### config.mk
export PLATFORM = sky130hd
export DESIGN_NAME = hazard_ctrl_flat
export DESIGN_NICKNAME = d
export VERILOG_FILES = /design/src/rtl/hazard_ctrl_if.sv /design/src/rtl/hazard_ctrl.sv /design/src/flat_wrapper.sv
export SDC_FILE = /design/constraint.sdc
export NUM_CORES = 1
export LEC_CHECK = 0
export ABC_AREA = 1
export CAP_MARGIN = 20
export CORE_MARGIN = 2
export CORE_UTILIZATION = 45
export CTS_CLUSTER_DIAMETER = 120
export DETAILED_ROUTE_END_ITERATION = 12
export GPL_ROUTABILITY_DRIVEN = 0
export PLACE_DENSITY_LB_ADDON = 0.08
export SETUP_SLACK_MARGIN = 0.05
export SLEW_MARGIN = 20
export SYNTH_ARGS = -nofsm -noshare
export SYNTH_HDL_FRONTEND = slang
export SYNTH_SLANG_ARGS = --single-unit
### constraint.sdc
create_clock -name clk -period 1.8 [get_ports clk]
set_input_delay 0.27 -clock clk [delete_from_list [all_inputs] [get_ports clk]]
set_output_delay 0.27 -clock clk [all_outputs]
set_load 0.02 [all_outputs]
### src/rtl/hazard_ctrl_if.sv
// Pipeline-side view of the hazard controller: ID/EX/MEM register info in,
// stall/flush/mult-div control out.
interface hazard_ctrl_if;
  logic [4:0]  id_rs;
  logic [4:0]  id_rt;
  logic        id_use_rs;
  logic        id_use_rt;
  logic        id_is_branch;
  logic        id_is_md;
  logic        id_reads_hilo;
  logic [4:0]  ex_rw;
  logic        ex_regwrite;
  logic        ex_memread;
  logic [4:0]  mem_rw;
  logic        mem_regwrite;
  logic        mem_memread;
  logic        exc_flush;
  logic        pc_stall;
  logic        ifid_stall;
  logic        id_flush;
  logic        md_start;
  logic        md_done;
  logic        md_busy;
  logic [2:0]  stall_cause;
  logic [31:0] stall_count;

  modport master (
    output id_rs, id_rt, id_use_rs, id_use_rt, id_is_branch, id_is_md,
           id_reads_hilo, ex_rw, ex_regwrite, ex_memread, mem_rw,
           mem_regwrite, mem_memread, exc_flush,
    input  pc_stall, ifid_stall, id_flush, md_start, md_done, md_busy,
           stall_cause, stall_count
  );

  modport slave (
    input  id_rs, id_rt, id_use_rs, id_use_rt, id_is_branch, id_is_md,
           id_reads_hilo, ex_rw, ex_regwrite, ex_memread, mem_rw,
           mem_regwrite, mem_memread, exc_flush,
    output pc_stall, ifid_stall, id_flush, md_start, md_done, md_busy,
           stall_cause, stall_count
  );
endinterface

### src/rtl/hazard_ctrl.sv
// Stall/flush scheduler for the 5-stage pipeline: load-use and branch-in-ID
// operand hazards plus ownership of the shared multi-cycle mult/div unit.
module hazard_ctrl #(
  parameter int MD_LATENCY = 32,
  parameter int CNT_W      = 6
) (
  input logic          clk,
  input logic          rst,
  hazard_ctrl_if.slave hz
);

  typedef enum logic [1:0] {IDLE, BUSY, DONE} md_state_t;

  md_state_t        state_q, state_d;
  logic [CNT_W-1:0] cnt_q, cnt_d;
  logic [31:0]      stall_count_q;

  logic rs_ex, rt_ex, rs_mem, rt_mem;
  logic loaduse, branch, md, stall;
  logic md_issue, stall_active;

  assign rs_ex  = hz.id_use_rs & hz.ex_regwrite  & (hz.ex_rw  == hz.id_rs) & (hz.id_rs != 5'd0);
  assign rt_ex  = hz.id_use_rt & hz.ex_regwrite  & (hz.ex_rw  == hz.id_rt) & (hz.id_rt != 5'd0);
  assign rs_mem = hz.id_use_rs & hz.mem_regwrite & (hz.mem_rw == hz.id_rs) & (hz.id_rs != 5'd0);
  assign rt_mem = hz.id_use_rt & hz.mem_regwrite & (hz.mem_rw == hz.id_rt) & (hz.id_rt != 5'd0);

  // ID only has MEM/WB forwarding, so a branch waits on any EX producer and on MEM loads.
  assign loaduse = hz.ex_memread & (rs_ex | rt_ex);
  assign branch  = hz.id_is_branch & ((rs_ex | rt_ex) | (hz.mem_memread & (rs_mem | rt_mem)));
  assign md      = (hz.id_is_md | hz.id_reads_hilo) & (state_q != IDLE);
  assign stall   = loaduse | branch | md;

  assign md_issue     = hz.id_is_md & ~stall & (state_q == IDLE) & ~hz.exc_flush & ~rst;
  assign stall_active = stall & ~hz.exc_flush & ~rst;

  // Counter is loaded with MD_LATENCY-1 so DONE lands MD_LATENCY cycles after issue.
  always_comb begin
    state_d = state_q;
    cnt_d   = cnt_q;
    case (state_q)
      IDLE: begin
        if (md_issue) begin
          state_d = BUSY;
          cnt_d   = CNT_W'(MD_LATENCY - 1);
        end
      end
      BUSY: begin
        cnt_d = cnt_q - CNT_W'(1);
        if (cnt_q <= CNT_W'(1)) begin
          state_d = DONE;
        end
      end
      DONE:    state_d = IDLE;
      default: state_d = IDLE;
    endcase
  end

  always_comb begin
    hz.pc_stall    = 1'b0;
    hz.ifid_stall  = 1'b0;
    hz.id_flush    = 1'b0;
    hz.md_start    = 1'b0;
    hz.md_done     = 1'b0;
    hz.md_busy     = 1'b0;
    hz.stall_cause = 3'b000;
    if (rst) begin
      hz.id_flush = 1'b1;
    end else begin
      hz.md_done = (state_q == DONE);
      hz.md_busy = (state_q != IDLE);
      if (hz.exc_flush) begin
        hz.id_flush = 1'b1;
      end else begin
        hz.pc_stall    = stall;
        hz.ifid_stall  = stall;
        hz.id_flush    = stall;
        hz.md_start    = md_issue;
        hz.stall_cause = {md, branch, loaduse};
      end
    end
  end

  always_ff @(posedge clk) begin
    if (rst) begin
      state_q       <= IDLE;
      cnt_q         <= '0;
      stall_count_q <= '0;
    end else begin
      state_q <= state_d;
      cnt_q   <= cnt_d;
      if (stall_active && (stall_count_q != 32'hFFFF_FFFF)) begin
        stall_count_q <= stall_count_q + 32'd1;
      end
    end
  end

  assign hz.stall_count = stall_count_q;

endmodule
### src/flat_wrapper.sv
// flat-port wrapper written by rule: the top's interface ports become plain ports
module hazard_ctrl_flat 
#(
  parameter int MD_LATENCY = 32,
  parameter int CNT_W      = 6
)
  (clk, rst, hz_id_rs, hz_id_rt, hz_id_use_rs, hz_id_use_rt, hz_id_is_branch, hz_id_is_md, hz_id_reads_hilo, hz_ex_rw, hz_ex_regwrite, hz_ex_memread, hz_mem_rw, hz_mem_regwrite, hz_mem_memread, hz_exc_flush, hz_pc_stall, hz_ifid_stall, hz_id_flush, hz_md_start, hz_md_done, hz_md_busy, hz_stall_cause, hz_stall_count);
  hazard_ctrl_if hz_i ();
  input logic clk;
  input logic rst;
  input wire logic [$bits(hz_i.id_rs)-1:0] hz_id_rs;
  input wire logic [$bits(hz_i.id_rt)-1:0] hz_id_rt;
  input wire logic [$bits(hz_i.id_use_rs)-1:0] hz_id_use_rs;
  input wire logic [$bits(hz_i.id_use_rt)-1:0] hz_id_use_rt;
  input wire logic [$bits(hz_i.id_is_branch)-1:0] hz_id_is_branch;
  input wire logic [$bits(hz_i.id_is_md)-1:0] hz_id_is_md;
  input wire logic [$bits(hz_i.id_reads_hilo)-1:0] hz_id_reads_hilo;
  input wire logic [$bits(hz_i.ex_rw)-1:0] hz_ex_rw;
  input wire logic [$bits(hz_i.ex_regwrite)-1:0] hz_ex_regwrite;
  input wire logic [$bits(hz_i.ex_memread)-1:0] hz_ex_memread;
  input wire logic [$bits(hz_i.mem_rw)-1:0] hz_mem_rw;
  input wire logic [$bits(hz_i.mem_regwrite)-1:0] hz_mem_regwrite;
  input wire logic [$bits(hz_i.mem_memread)-1:0] hz_mem_memread;
  input wire logic [$bits(hz_i.exc_flush)-1:0] hz_exc_flush;
  output wire logic [$bits(hz_i.pc_stall)-1:0] hz_pc_stall;
  output wire logic [$bits(hz_i.ifid_stall)-1:0] hz_ifid_stall;
  output wire logic [$bits(hz_i.id_flush)-1:0] hz_id_flush;
  output wire logic [$bits(hz_i.md_start)-1:0] hz_md_start;
  output wire logic [$bits(hz_i.md_done)-1:0] hz_md_done;
  output wire logic [$bits(hz_i.md_busy)-1:0] hz_md_busy;
  output wire logic [$bits(hz_i.stall_cause)-1:0] hz_stall_cause;
  output wire logic [$bits(hz_i.stall_count)-1:0] hz_stall_count;
  assign hz_i.id_rs = hz_id_rs;
  assign hz_i.id_rt = hz_id_rt;
  assign hz_i.id_use_rs = hz_id_use_rs;
  assign hz_i.id_use_rt = hz_id_use_rt;
  assign hz_i.id_is_branch = hz_id_is_branch;
  assign hz_i.id_is_md = hz_id_is_md;
  assign hz_i.id_reads_hilo = hz_id_reads_hilo;
  assign hz_i.ex_rw = hz_ex_rw;
  assign hz_i.ex_regwrite = hz_ex_regwrite;
  assign hz_i.ex_memread = hz_ex_memread;
  assign hz_i.mem_rw = hz_mem_rw;
  assign hz_i.mem_regwrite = hz_mem_regwrite;
  assign hz_i.mem_memread = hz_mem_memread;
  assign hz_i.exc_flush = hz_exc_flush;
  assign hz_pc_stall = hz_i.pc_stall;
  assign hz_ifid_stall = hz_i.ifid_stall;
  assign hz_id_flush = hz_i.id_flush;
  assign hz_md_start = hz_i.md_start;
  assign hz_md_done = hz_i.md_done;
  assign hz_md_busy = hz_i.md_busy;
  assign hz_stall_cause = hz_i.stall_cause;
  assign hz_stall_count = hz_i.stall_count;
  hazard_ctrl #(.MD_LATENCY(MD_LATENCY), .CNT_W(CNT_W)) u_core (.clk(clk), .rst(rst), .hz(hz_i));
endmodule
## Word level (Yosys, flattened, before mapping)

Index checks and enable logic that the tools add are counted.

- Bitwise operators: 31
- Order comparisons: 1
- Add/sub/neg operators: 2
- Muxes and demuxes: 15
- Reductions and logical operators: 8
- Equality and inequality tests: 9

Operator list:

| operator | count |
|---|---|
| $add 32x1->32 const B | 1 |
| $ne 32x32->1 const B | 1 |
| $and 1x1->1 | 22 |
| $eq 5x5->1 | 4 |
| $pmux 6 s2 | 1 |
| $reduce_bool 5->1 | 2 |
| $mux 1 | 8 |
| $le 6x1->1 const B | 1 |
| $mux 3 | 2 |
| $mux 6 | 1 |
| $or 1x1->1 | 6 |
| $sub 6x1->6 const B | 1 |
| $mux 2 | 2 |
| $ne 2x1->1 const B | 2 |
| $pmux 2 s2 | 1 |
| $reduce_and 2->1 | 2 |
| $reduce_bool 2->1 | 2 |
| $not 1->1 | 3 |
| $eq 2x1->1 const B | 1 |
| $eq 2x2->1 const B | 1 |
| $logic_not 2->1 | 1 |
| $logic_and 1x1->1 | 1 |

- Input bits: 32
- Output and inout bits: 41
- Register bits: 40
- Logic and storage cells: 69

## Logic depth before layout (Yosys ltp)

Gate-level depths: netlist of run 1.

- Word-level depth: 16
- Gate-level depth with buffers: 16
- Depth with buffers taken out: 15

## Worst setup path after synthesis of run 1

Ideal clock, no wire load.

- Kind: register to register
- Start point: register u_core.stall_count_q[1] (netlist: u_core.hz.stall_count[1])
- End point: register u_core.stall_count_q[10] (netlist: u_core.hz.stall_count[10])
- Clock period less this slack: 1.876 ns
- Arrival: 1.744 ns
- Buffers on the path: 1
- Library setup time: 0.132 ns
- Slack: -0.076 ns
- Stages on the path, launching flop included: 10
- Required time: 1.668 ns
- Cells stage by stage: dfxtp_1 > ha_1 > nand4_4 > nor2_2 > inv_2 > nor2_4 > nand4_4 > clkbuf_1 > nand3_1 > a21oi_1

- Cells in the longest elaborated chain, start to end: 2
- Elaborated cells between the ends (all ways): 3
- Those cells by class: add/sub: 1; eq/ne: 1; reduce/logical: 1

RTL lines:

| element | RTL line | source |
|---|---|---|
| start, declared | hazard_ctrl.sv:16 | `logic [31:0] stall_count_q;` |
| start signal, assigned | hazard_ctrl.sv:92 | `stall_count_q <= stall_count_q + 32'd1;` |
| branches (longest 2 deep; another with $add 32x1->32) | n/a |  |

Parallel ways; which one is timed is not known.
A chain may end at the register's enable or synchronous reset.

## Worst setup path in the final report of run 1

- Start point: register u_core.stall_count_q[14] (netlist: u_core.hz.stall_count[14])
- End point: register u_core.stall_count_q[25] (netlist: u_core.hz.stall_count[25])

Same word-level chain as after synthesis.

==> results_dict.tcl, run 1 <==
set metrics [dict create \
    yosysUniqueCellTypes 33 \
    layout_commonest_cell "nand2_1" \
    vdd_drop_max_mv 0.291 \
    synth.yosys.seq_area_share_pct 27.5 \
    relSlewSlack_pct 74.1 \
    ys_warn_count 0 \
    grt_pass1_vias 3109 \
    p_total_w 0.00199 \
    grt_pass1_wl_mm 14.2 \
    switching_power_w 0.000516 \
    min_path_type "reg -> reg" \
    clkLatencyLatePin_ns 0.29 \
    viasPerCell 5.45 \
    powerDensity_mw_per_mm2 443 \
    nNetsFinal 615 \
    critPathArrivalTime_ns 2.03 \
    drv_slew 0 \
    ant_nets 0 \
    path_clk_slew_ns 0.08 \
    cts_tree "yes" \
    failed_checks "setup timing" \
    p_int_w 0.00148 \
    synth_top_area_share_pct 27.5 \
    cts_htree_levels 2 \
    clock_path_buffers 2 \
    status "finished with violations" \
    die_y_um 84.5 \
    track_usage_pct 23.9 \
    p_leak_nw 1.93 \
    postLayoutCellArea_mm2 0.00450 \
    finClkSkew_ns 0.00655 \
    maxCapViolations 0 \
    io_buffers 72 \
    synth_edf_count 0 \
    synth_cells 468 \
    seq_area_um2 831 \
    crit_type "reg -> reg" \
    seq_power_share_pct 45.6 \
    numCtsBuffers 5 \
    yosysTopAreaCell "dfxtp_1" \
    hold_ws_ns 0.496 \
    cts_sinks 40 \
    drc 0 \
    row_count 29 \
    num_antenna_cells 0 \
    drive_gt1_share_pct 31.3 \
    post_drt_wl_per_cell_um 14.3 \
    pwr-share-comb_pct 17.6 \
    start_kind "flop" \
    antenna_found_initial 0 \
    power_frac_clock_pct 36.8 \
    final_cell_mix "nand2_1, nand3_1, buf_4" \
    firstDrtPassIters 6 \
    vias 3583 \
    rsz0062_at_grt "true" \
    cp_data_required_time_ns 2.03 \
    critPathCaptureType "flop" \
    grt_start_max_net_pins 24 \
    worst_pin_slew_ns 0.385 \
    synth_area_per_cell_um2 6.23 \
    post-route-util_pct 71.3 \
    area_growth_pct 54.3 \
    cts-root-buf "clkbuf_8" \
    multi_input_area_mm2 0.00207 \
    synthArstFlopShare_pct 0 \
    synthTopCellsByArea "dfxtp_1, nand2_1, nand3_1, xor2_1, a21oi_1" \
    initialDrtViolationCount 293 \
    sw_frac_of_total_pct 25.9 \
    grt_overflow 0 \
    synth_nets 503 \
    fin_crit_ns 1.80 \
    placed_cell_area_mm2 0.00393 \
    num-fill-cells 514 \
    detailed_place_hpwl_mm 6.30 \
    period_share_pct 100 \
    critPathMaxFanout 5 \
    synth_flop_cell "dfxtp_1" \
    fp.dieArea_mm2 0.00714 \
    finalHoldViolCount 0 \
    worst_slack_ns -0.00458 \
    die_x_um 84.5 \
    routed_wl_mm 9.43 \
    pin_count 73 \
    fmax_mhz 554 \
    synth_area_mm2 0.00292 \
    ys_ff_latch 40 \
    start_util_pct 46.2 \
    finalSetupViolations 1 \
    core-area_mm2 0.00631 \
]
-- state kept, by name (all words and copies together), names as in the netlist --
register	flops
u_core.hz.stall_count	32
u_core.cnt_q	6
u_core.state_q	2
-- cell type report --
type | count | area share, %
multi-input combinational | 358 | 46.0
timing repair buffer | 122 | 26.4
sequential | 40 | 18.5
inverter | 53 | 4.64
tap | 77 | 2.14
clock buffer | 6 | 1.61
clock inverter | 2 | 0.778
-- final timing paths --
check,start,endpoint,slack [ns],cells past startpoint
setup / recovery,u_core.hz.stall_count[14]$_SDFFE_PP0P_,u_core.hz.stall_count[25]$_SDFFE_PP0P_,-0.005,8
hold / removal,u_core.hz.stall_count[31]$_SDFFE_PP0P_,u_core.hz.stall_count[31]$_SDFFE_PP0P_,0.50,2
setup reg to reg,u_core.hz.stall_count[14]$_SDFFE_PP0P_,u_core.hz.stall_count[25]$_SDFFE_PP0P_,-0.005,8
hold reg to reg,u_core.hz.stall_count[31]$_SDFFE_PP0P_,u_core.hz.stall_count[31]$_SDFFE_PP0P_,0.50,2
-- worst max-delay path: stages, from the launching register on --
cell,delay (ns)
dfxtp_2,0.38
inv_1,0.09
nor3_2,0.25
nand2_1,0.15
nor3b_1,0.25
nand2_1,0.14
xnor2_1,0.19
nand3_1,0.13
a21oi_2,0.16
-- Yosys cell counts (all sizes together) (8+ instances only) --
cell and count:
a21oi 41, nor2 42, buf 9, nand3 54, xnor2 8, inv 53
nor3 19, nand4 12, clkbuf 8, dfxtp 40, xor2 25, nand2 137
-- per-stage QoR --
stage,setup TNS (ns),worst slack [ns],instances
2_1_floorplan,0,0.0620,468
3_3_place_gp,-28.28,-0.801,634
3_5_place_dp,-28.85,-0.820,634
4_1_cts,-0.0393,-0.0139,647
5_1_grt,-0.337,-0.114,658
6_report,-0.00458,-0.00458,658
-- power by group through the flow --
| stage | Sequential, W | Combinational, W | Clock (W) |
|---|---|---|---|
| after detailed placement | 0.000931 | 0.000306 | 0 |
| after CTS | 0.000908 | 0.000307 | 0.000745 |
| final | 0.000908 | 0.000351 | 0.000732 |
| after global routing | 0.000910 | 0.000390 | 0.000788 |
| after global placement | 0.000931 | 0.000302 | 0 |
| after floorplan | 0.000930 | 0.000172 | 0 |
-- per-layer routing --
| metal | GRT usage, % | vias up | wire, µm |
|---|---|---|---|
| li1 | - | 1744 | - |
| met1 | 33.4 | 1657 | 4090 |
| met2 | 37.9 | 156 | 4460 |
| met3 | 4.23 | 26 | 691 |
| met4 | 6.64 | 0 | 191 |
| met5 | 0 | - | 0 |
-- timing repair --
action | CTS | global route
gates resized for setup | 175 | 81
buffers inserted | 4 | 9
cloned | 1 | 2
hold buffers | 0 | 0
pin swaps | 33 | 28
setup endpoints to repair | 48 | 45
-- cell families (layout without fill, tap and decap cells) --
| family | Yosys count | in the layout | synth area share, % |
|---|---|---|---|
| AND/OR/NAND/NOR | 273 | 273 | 42.3 |
| buffers and inverters | 70 | 183 | 9.74 |
| AO/OA/AOI/OAI | 49 | 49 | 9.31 |
| flip-flops | 40 | 40 | 27.5 |
| XOR/XNOR | 33 | 33 | 9.91 |
| adder cells (fa/ha/maj) | 3 | 3 | 1.29 |
No activity file was read; power rests on OpenSTA's default activity.
==> run 2, diff against run 1 <==
--- a/config.mk
+++ b/config.mk
@@ -13,6 +13,7 @@
 export DETAILED_ROUTE_END_ITERATION = 12
 export GPL_ROUTABILITY_DRIVEN = 0
 export PLACE_DENSITY_LB_ADDON = 0.08
+export REMOVE_ABC_BUFFERS = 1
 export SETUP_SLACK_MARGIN = 0.05
 export SLEW_MARGIN = 20
 export SYNTH_ARGS = -nofsm -noshare
==> run 2 against run 1 <==
- hold slack is essentially flat
- clock skew about the same
- critical path type is now in -> out
- first-iteration DRC count fell by 19%
- combinational power fell by 2%
- fmax up 4.2%
- critical path depth grew 6
- register-to-register slack better by 0.11 ns
- the run now ends clean
- highest routed layer unchanged
- sequential cell count did not move
==> results_dict.tcl, run 2 (same netlist as run 1, synthesis figures left out) <==
set metrics [dict create \
    status "finished clean" \
    finClkSkew_ns 0.00664 \
    cts-root-buf "clkbuf_8" \
    p_leak_nw 1.91 \
    critPathCaptureType "output port" \
    worst_slack_ns 0.0679 \
    clock_path_buffers 2 \
    vdd_drop_max_mv 0.395 \
    cts_sinks 40 \
    relSlewSlack_pct 71.6 \
    antenna_found_initial 0 \
    row_count 29 \
    detailed_place_hpwl_mm 6.39 \
    critPathMaxFanout 3 \
    r2r_start "u_core.hz.stall_count[17]$_SDFFE_PP0P_" \
    ant_nets 0 \
    worstReg2RegEnd "u_core.hz.stall_count[17]$_SDFFE_PP0P_" \
    path_clk_slew_ns 0.09 \
    numCtsBuffers 5 \
    dp_cells 642 \
    grt_overflow 0 \
    powerDensity_mw_per_mm2 459 \
    min_path_type "reg -> reg" \
    num-fill-cells 553 \
    vias 3451 \
    initialDrtViolationCount 238 \
    seq_area_um2 818 \
    period_share_pct 96.2 \
    num_antenna_cells 0 \
    finalSetupViolations 0 \
    core-area_mm2 0.00631 \
    die_y_um 84.5 \
    place_ws_ns -0.790 \
    multi_input_area_mm2 0.00200 \
    holdPathEnd "u_core.hz.stall_count[31]$_SDFFE_PP0P_" \
    cts_htree_levels 2 \
    min_path_cells 2 \
    start_util_pct 46.2 \
    min-delay-start "u_core.hz.stall_count[31]$_SDFFE_PP0P_" \
    critPathArrivalTime_ns 1.46 \
    finalHoldViolCount 0 \
    rsz0062_at_grt "true" \
    drv_slew 0 \
    crit_type "in -> out" \
    routed_wl_mm 9.01 \
    die_x_um 84.5 \
    final_cell_mix "nand2_1, nand3_1, buf_4" \
    grt_pass1_vias 3169 \
    fp.dieArea_mm2 0.00714 \
    post_drt_wl_per_cell_um 13.7 \
    drive_gt1_share_pct 28.6 \
    fmax_mhz 577 \
    cts_hold_buf 0 \
    start_kind "input pin" \
    hold_ws_ns 0.496 \
    r2r_slack_ns 0.11 \
    rr_worst_depth 7 \
    clkLatencyLatePin_ns 0.31 \
    pin_count 73 \
    grt_pass1_wl_mm 14.5 \
    maxCapViolations 0 \
    fin_cells 660 \
    largest_register_ffs 32 \
    area_growth_pct 52.0 \
    worst_pin_slew_ns 0.422 \
    track_usage_pct 24.6 \
    grt_start_max_net_pins 26 \
    cp_data_required_time_ns 1.53 \
    io_buffers 72 \
    drc 0 \
    firstDrtPassIters 5 \
    nNetsFinal 617 \
    p_total_w 0.00203 \
    fin_crit_ns 1.73 \
    viasPerCell 5.23 \
    cts_tree "yes" \
    layout_commonest_cell "nand2_1" \
]
## run 2: changes by cell type in the layout (fill, tap and decap cells not counted), moves of 3 or more
cell,delta
nor3_2,-3
nor2_4,-3
nor2_2,+4
nor3_1,+3
dfxtp_1,+10
inv_4,-3
inv_2,+3
nand2_1,+3
dfxtp_2,-10
## run 2: cell type report
class                      instances  area share [%]
clock inverter                     3            1.04
clock buffer                       5            1.55
timing repair buffer             124            27.0
multi-input combinational        358            45.2
tap                               77            2.17
sequential                        40            18.5
inverter                          53            4.54
## run 2: repair_timing
item / 4_1_cts / 5_1_grt
pin swaps: 34 / 17
buffers inserted: 2 / 6
resized for setup: 182 / 52
endpoints found under the setup margin: 47 / 38
cloned: 1 / 1
## run 2: stage by stage
step | setup TNS [ns] | utilization (%) | cell area (µm²)
6_report | 0 | 70.2 | 4430
3_3_place_gp | -28.98 | 63.2 | 3990
4_1_cts | 0 | 66.0 | 4170
2_1_floorplan | -16.27 | - | 2830
3_5_place_dp | -29.93 | 63.2 | 3990
5_1_grt | -0.0614 | 70.2 | 4430
## run 2: worst max-delay path by stage
stage          cells past startpoint  slack, ns                                     to                            from
6_report                          14       0.07                          hz_ifid_stall                     hz_ex_rw[0]
5_1_grt                            7      -0.03                            hz_md_start  u_core.state_q[1]$_SDFFE_PP0P_
4_1_cts                            7       0.02                            hz_md_start  u_core.state_q[0]$_SDFFE_PP0P_
3_5_place_dp                      11      -0.79                            hz_md_start                     hz_id_rs[1]
3_3_place_gp                      12      -0.77                          hz_ifid_stall                     hz_id_rs[3]
2_1_floorplan                     14      -0.51  u_core.hz.stall_count[0]$_SDFFE_PP0P_                     hz_id_rt[0]
## run 2: worst max-delay path, stage by stage
cell,delay (ns)
buf_2,0.12
inv_2,0.05
nand2_1,0.04
nand2_1,0.06
nand2_1,0.06
nor2_1,0.09
nand2_1,0.06
nand2_2,0.12
inv_2,0.05
nand2_2,0.07
nand2_4,0.06
a21oi_4,0.16
buf_12,0.14
buf_8,0.10
## run 2: power breakdown
| part | switching [W] | leakage (nW) | total (W) | internal, W |
|---|---|---|---|---|
| Clock | 0.000362 | 0.0548 | 0.000780 | 0.000418 |
| Combinational | 0.000177 | 1.53 | 0.000345 | 0.000168 |
| Sequential | 0.0000136 | 0.329 | 0.000910 | 0.000896 |
| Total | 0.000552 | 1.91 | 0.00203 | 0.00148 |
## run 2: per-layer routing
metal	GRT usage [%]	vias to the layer above	share of wire, %
li1	-	1746	-
met1	33.6	1582	45
met2	41.2	112	48
met3	3.15	11	5.5
met4	6.35	0	1.3
met5	0	-	0
==> run 3, diff against run 2 <==
--- a/config.mk
+++ b/config.mk
@@ -5,10 +5,10 @@
 export SDC_FILE = /design/constraint.sdc
 export NUM_CORES = 1
 export LEC_CHECK = 0
-export ABC_AREA = 1
+export ABC_AREA = 0
 export CAP_MARGIN = 20
 export CORE_MARGIN = 2
-export CORE_UTILIZATION = 45
+export CORE_UTILIZATION = 42
 export CTS_CLUSTER_DIAMETER = 120
 export DETAILED_ROUTE_END_ITERATION = 12
 export GPL_ROUTABILITY_DRIVEN = 0
==> run 3 against run 2 <==
- the flow now finishes with violations (setup timing)
- clock power fell by 3.2%
- sequential share of layout area shrank 0.73 points
- non-clock buffer count up 49
- sequential cell count is the same
- cell area increased by 1.9%
- global-route usage is 2.6 points higher
- critical path type unchanged
- largest power group unchanged
==> results_dict.tcl, run 3 <==
set metrics [dict create \
    crit_type "in -> out" \
    layout_commonest_cell "buf_4" \
    multi_input_area_mm2 0.00190 \
    period_share_pct 136 \
    powerDensity_mw_per_mm2 446 \
    ys_warn_count 0 \
    netlist_top_cells_count "dfxtp_1, a21oi_1, nand3_1" \
    routed_wl_mm 8.89 \
    critPathMaxFanout 4 \
    worst_pin_slew_ns 0.416 \
    synth_flop_cell "dfxtp_1" \
    synth.yosys.seq_area_share_pct 33.9 \
    io_buffers 72 \
    finClkSkew_ns 0.0121 \
    crit_chain "buf_6, or4_4, o211ai_1, nor4_4, buf_4, o31ai_4, and3_4, nand3_4, inv_2, buf_6" \
    synth_area_mm2 0.00236 \
    ant_nets 0 \
    ys_ff_latch 40 \
    die_x_um 79.0 \
    status "finished with violations" \
    failed_checks "setup timing" \
    cts_sinks 40 \
    largest_register_ffs 32 \
    drive_gt1_share_pct 45.5 \
    yosysUniqueCellTypes 42 \
    maxCapViolations 0 \
    detailed_place_hpwl_mm 5.09 \
    synth_top_area_share_pct 33.9 \
    p_leak_nw 1.78 \
    yosysMostFrequentCell "dfxtp_1" \
    drv_slew 0 \
    synthTopCellsByArea "dfxtp_1, or4_1, a21oi_1, nand3_1, o31ai_1" \
    finalSetupViolations 45 \
    track_usage_pct 27.2 \
    core-area_mm2 0.00547 \
    area_growth_pct 91.1 \
    critPathArrivalTime_ns 2.17 \
    synth_cells 287 \
    synthArstFlopShare_pct 0 \
    start_kind "input pin" \
    num_antenna_cells 0 \
    path_clk_slew_ns 0.08 \
    fp.dieArea_mm2 0.00624 \
    cts_tree "yes" \
    grt_pass1_vias 2924 \
    final_cell_mix "buf_4, dfxtp_1, clkdlybuf4s50_1" \
    rsz0062_at_grt "true" \
    viasPerCell 5.65 \
    slowest_delay_ns 0.54 \
    fin_crit_ns 2.44 \
    start_util_pct 43.2 \
    yosysTopAreaCell "dfxtp_1" \
    post-route-util_pct 82.5 \
    fin_cells 523 \
    post_drt_wl_per_cell_um 17.0 \
    cts_hold_buf 0 \
    synth_edf_count 0 \
    initialDrtViolationCount 135 \
    finalHoldViolCount 0 \
    pin_count 73 \
    fmax_mhz 409 \
    synth_top_family_by_area "simple AND/OR/NAND/NOR gates" \
    firstDrtPassIters 4 \
    dp_cells 496 \
    clkLatencyLatePin_ns 0.31 \
    critPathMostFrequentCell "buf_6" \
    die_y_um 79.0 \
    cts_htree_levels 2 \
    postLayoutCellArea_mm2 0.00452 \
    grt_pass1_wl_mm 13.6 \
    synth-xor-area-share_pct 8.89 \
    cts-root-buf "clkbuf_8" \
    drc 0 \
    place_ws_ns -1.34 \
    grt_overflow 0 \
    antenna_found_initial 0 \
    numCtsBuffers 5 \
    synthSimpleGateAreaFrac_pct 29.8 \
    num-fill-cells 334 \
    clock_path_buffers 2 \
    relSlewSlack_pct 72.3 \
    synthAdderAreaFrac_pct 1.59 \
    nNetsFinal 485 \
    critPathCaptureType "output port" \
    row_count 27 \
    synthMuxAreaShare_pct 2.22 \
    cpMaxStageDelayCell "or4_4" \
    vias 2956 \
    placed_cell_area_mm2 0.00370 \
    worst_slack_ns -0.644 \
    synth_compound_area_share_pct 19.1 \
    synth_area_per_cell_um2 8.24 \
    min_path_type "reg -> reg" \
    grt_start_max_net_pins 22 \
    cp_data_required_time_ns 1.53 \
    p_total_w 0.00202 \
    seq_area_um2 801 \
    vdd_drop_max_mv 0.370 \
]
## run 3: cell count changes after synthesis, moves of 8 or more
cell	before	now
or4_1	0	20
inv_1	48	4
xor2_1	25	13
o31ai_1	0	16
nand3_1	54	27
nor3_1	18	7
nor2_1	40	10
and3_1	0	10
nand2_1	133	13
o21ai_0	3	11
or3_1	0	8
a21oi_1	40	27
## run 3: timing repair
action,in CTS,in global routing
pin swaps,60,25
setup buffers,16,7
gates cloned,2,1
gates resized for setup,184,58
setup endpoints to repair,48,47
## run 3: logic make-up after synthesis
| family | Yosys count |
|---|---|
| adder cells (fa/ha/maj) | 3 |
| buffers and inverters | 22 |
| flip-flops | 40 |
| AO/OA/AOI/OAI | 71 |
| AND/OR/NAND/NOR | 122 |
| XOR/XNOR | 24 |
| multiplexers | 5 |
## run 3: per-layer routing
metal	GRT usage (%)	vias up	part of all wire (%)	wire length, µm
li1	-	1431	-	-
met1	34.2	1404	42	3740
met2	45.3	93	50	4470
met3	5.45	28	4.8	429
met4	11.4	0	2.8	246
met5	0	-	0	0
## run 3: cell type report
cell class                 instances  area share, %
tap                               72           2.00
multi-input combinational        225           42.1
sequential                        40           17.7
clock inverter                     3          0.942
inverter                           5          0.471
clock buffer                       5           1.52
timing repair buffer             173           35.3
## run 3: worst max-delay path, delay by kind of cell
kind,cells,cell delay [ns]
buffers and inverters,4,0.40
and+or+nand+nor,4,0.96
AOI/OAI and AO/OA,2,0.53
## run 3: report_power, final
| part | total, W | switching (W) | internal, W |
|---|---|---|---|
| Clock | 0.000755 | 0.000345 | 0.000411 |
| Sequential | 0.000912 | 0.0000137 | 0.000898 |
| Combinational | 0.000348 | 0.000171 | 0.000178 |
## run 3: path summary, 6_finish.rpt
path                            depth (start not counted)                                endpoint  slack (ns)                                   start
worst min-delay path                                    2  u_core.hz.stall_count[25]$_SDFFE_PP0P_        0.51  u_core.hz.stall_count[25]$_SDFFE_PP0P_
worst max-delay path                                   10                             hz_md_start       -0.64                             hz_id_rt[3]
worst min register to register                          2  u_core.hz.stall_count[25]$_SDFFE_PP0P_        0.51  u_core.hz.stall_count[25]$_SDFFE_PP0P_
worst max register to register                          8  u_core.hz.stall_count[16]$_SDFFE_PP0P_       -0.36  u_core.hz.stall_count[21]$_SDFFE_PP0P_
## run 3: metrics by stage
stage / setup TNS (ns) / hold slack [ns]
3_3_place_gp: -48.64 / 0.476
2_1_floorplan: -31.56 / 0.339
6_report: -20.36 / 0.512
4_1_cts: -20.65 / 0.502
3_5_place_dp: -52.05 / 0.486
5_1_grt: -24.33 / 0.542
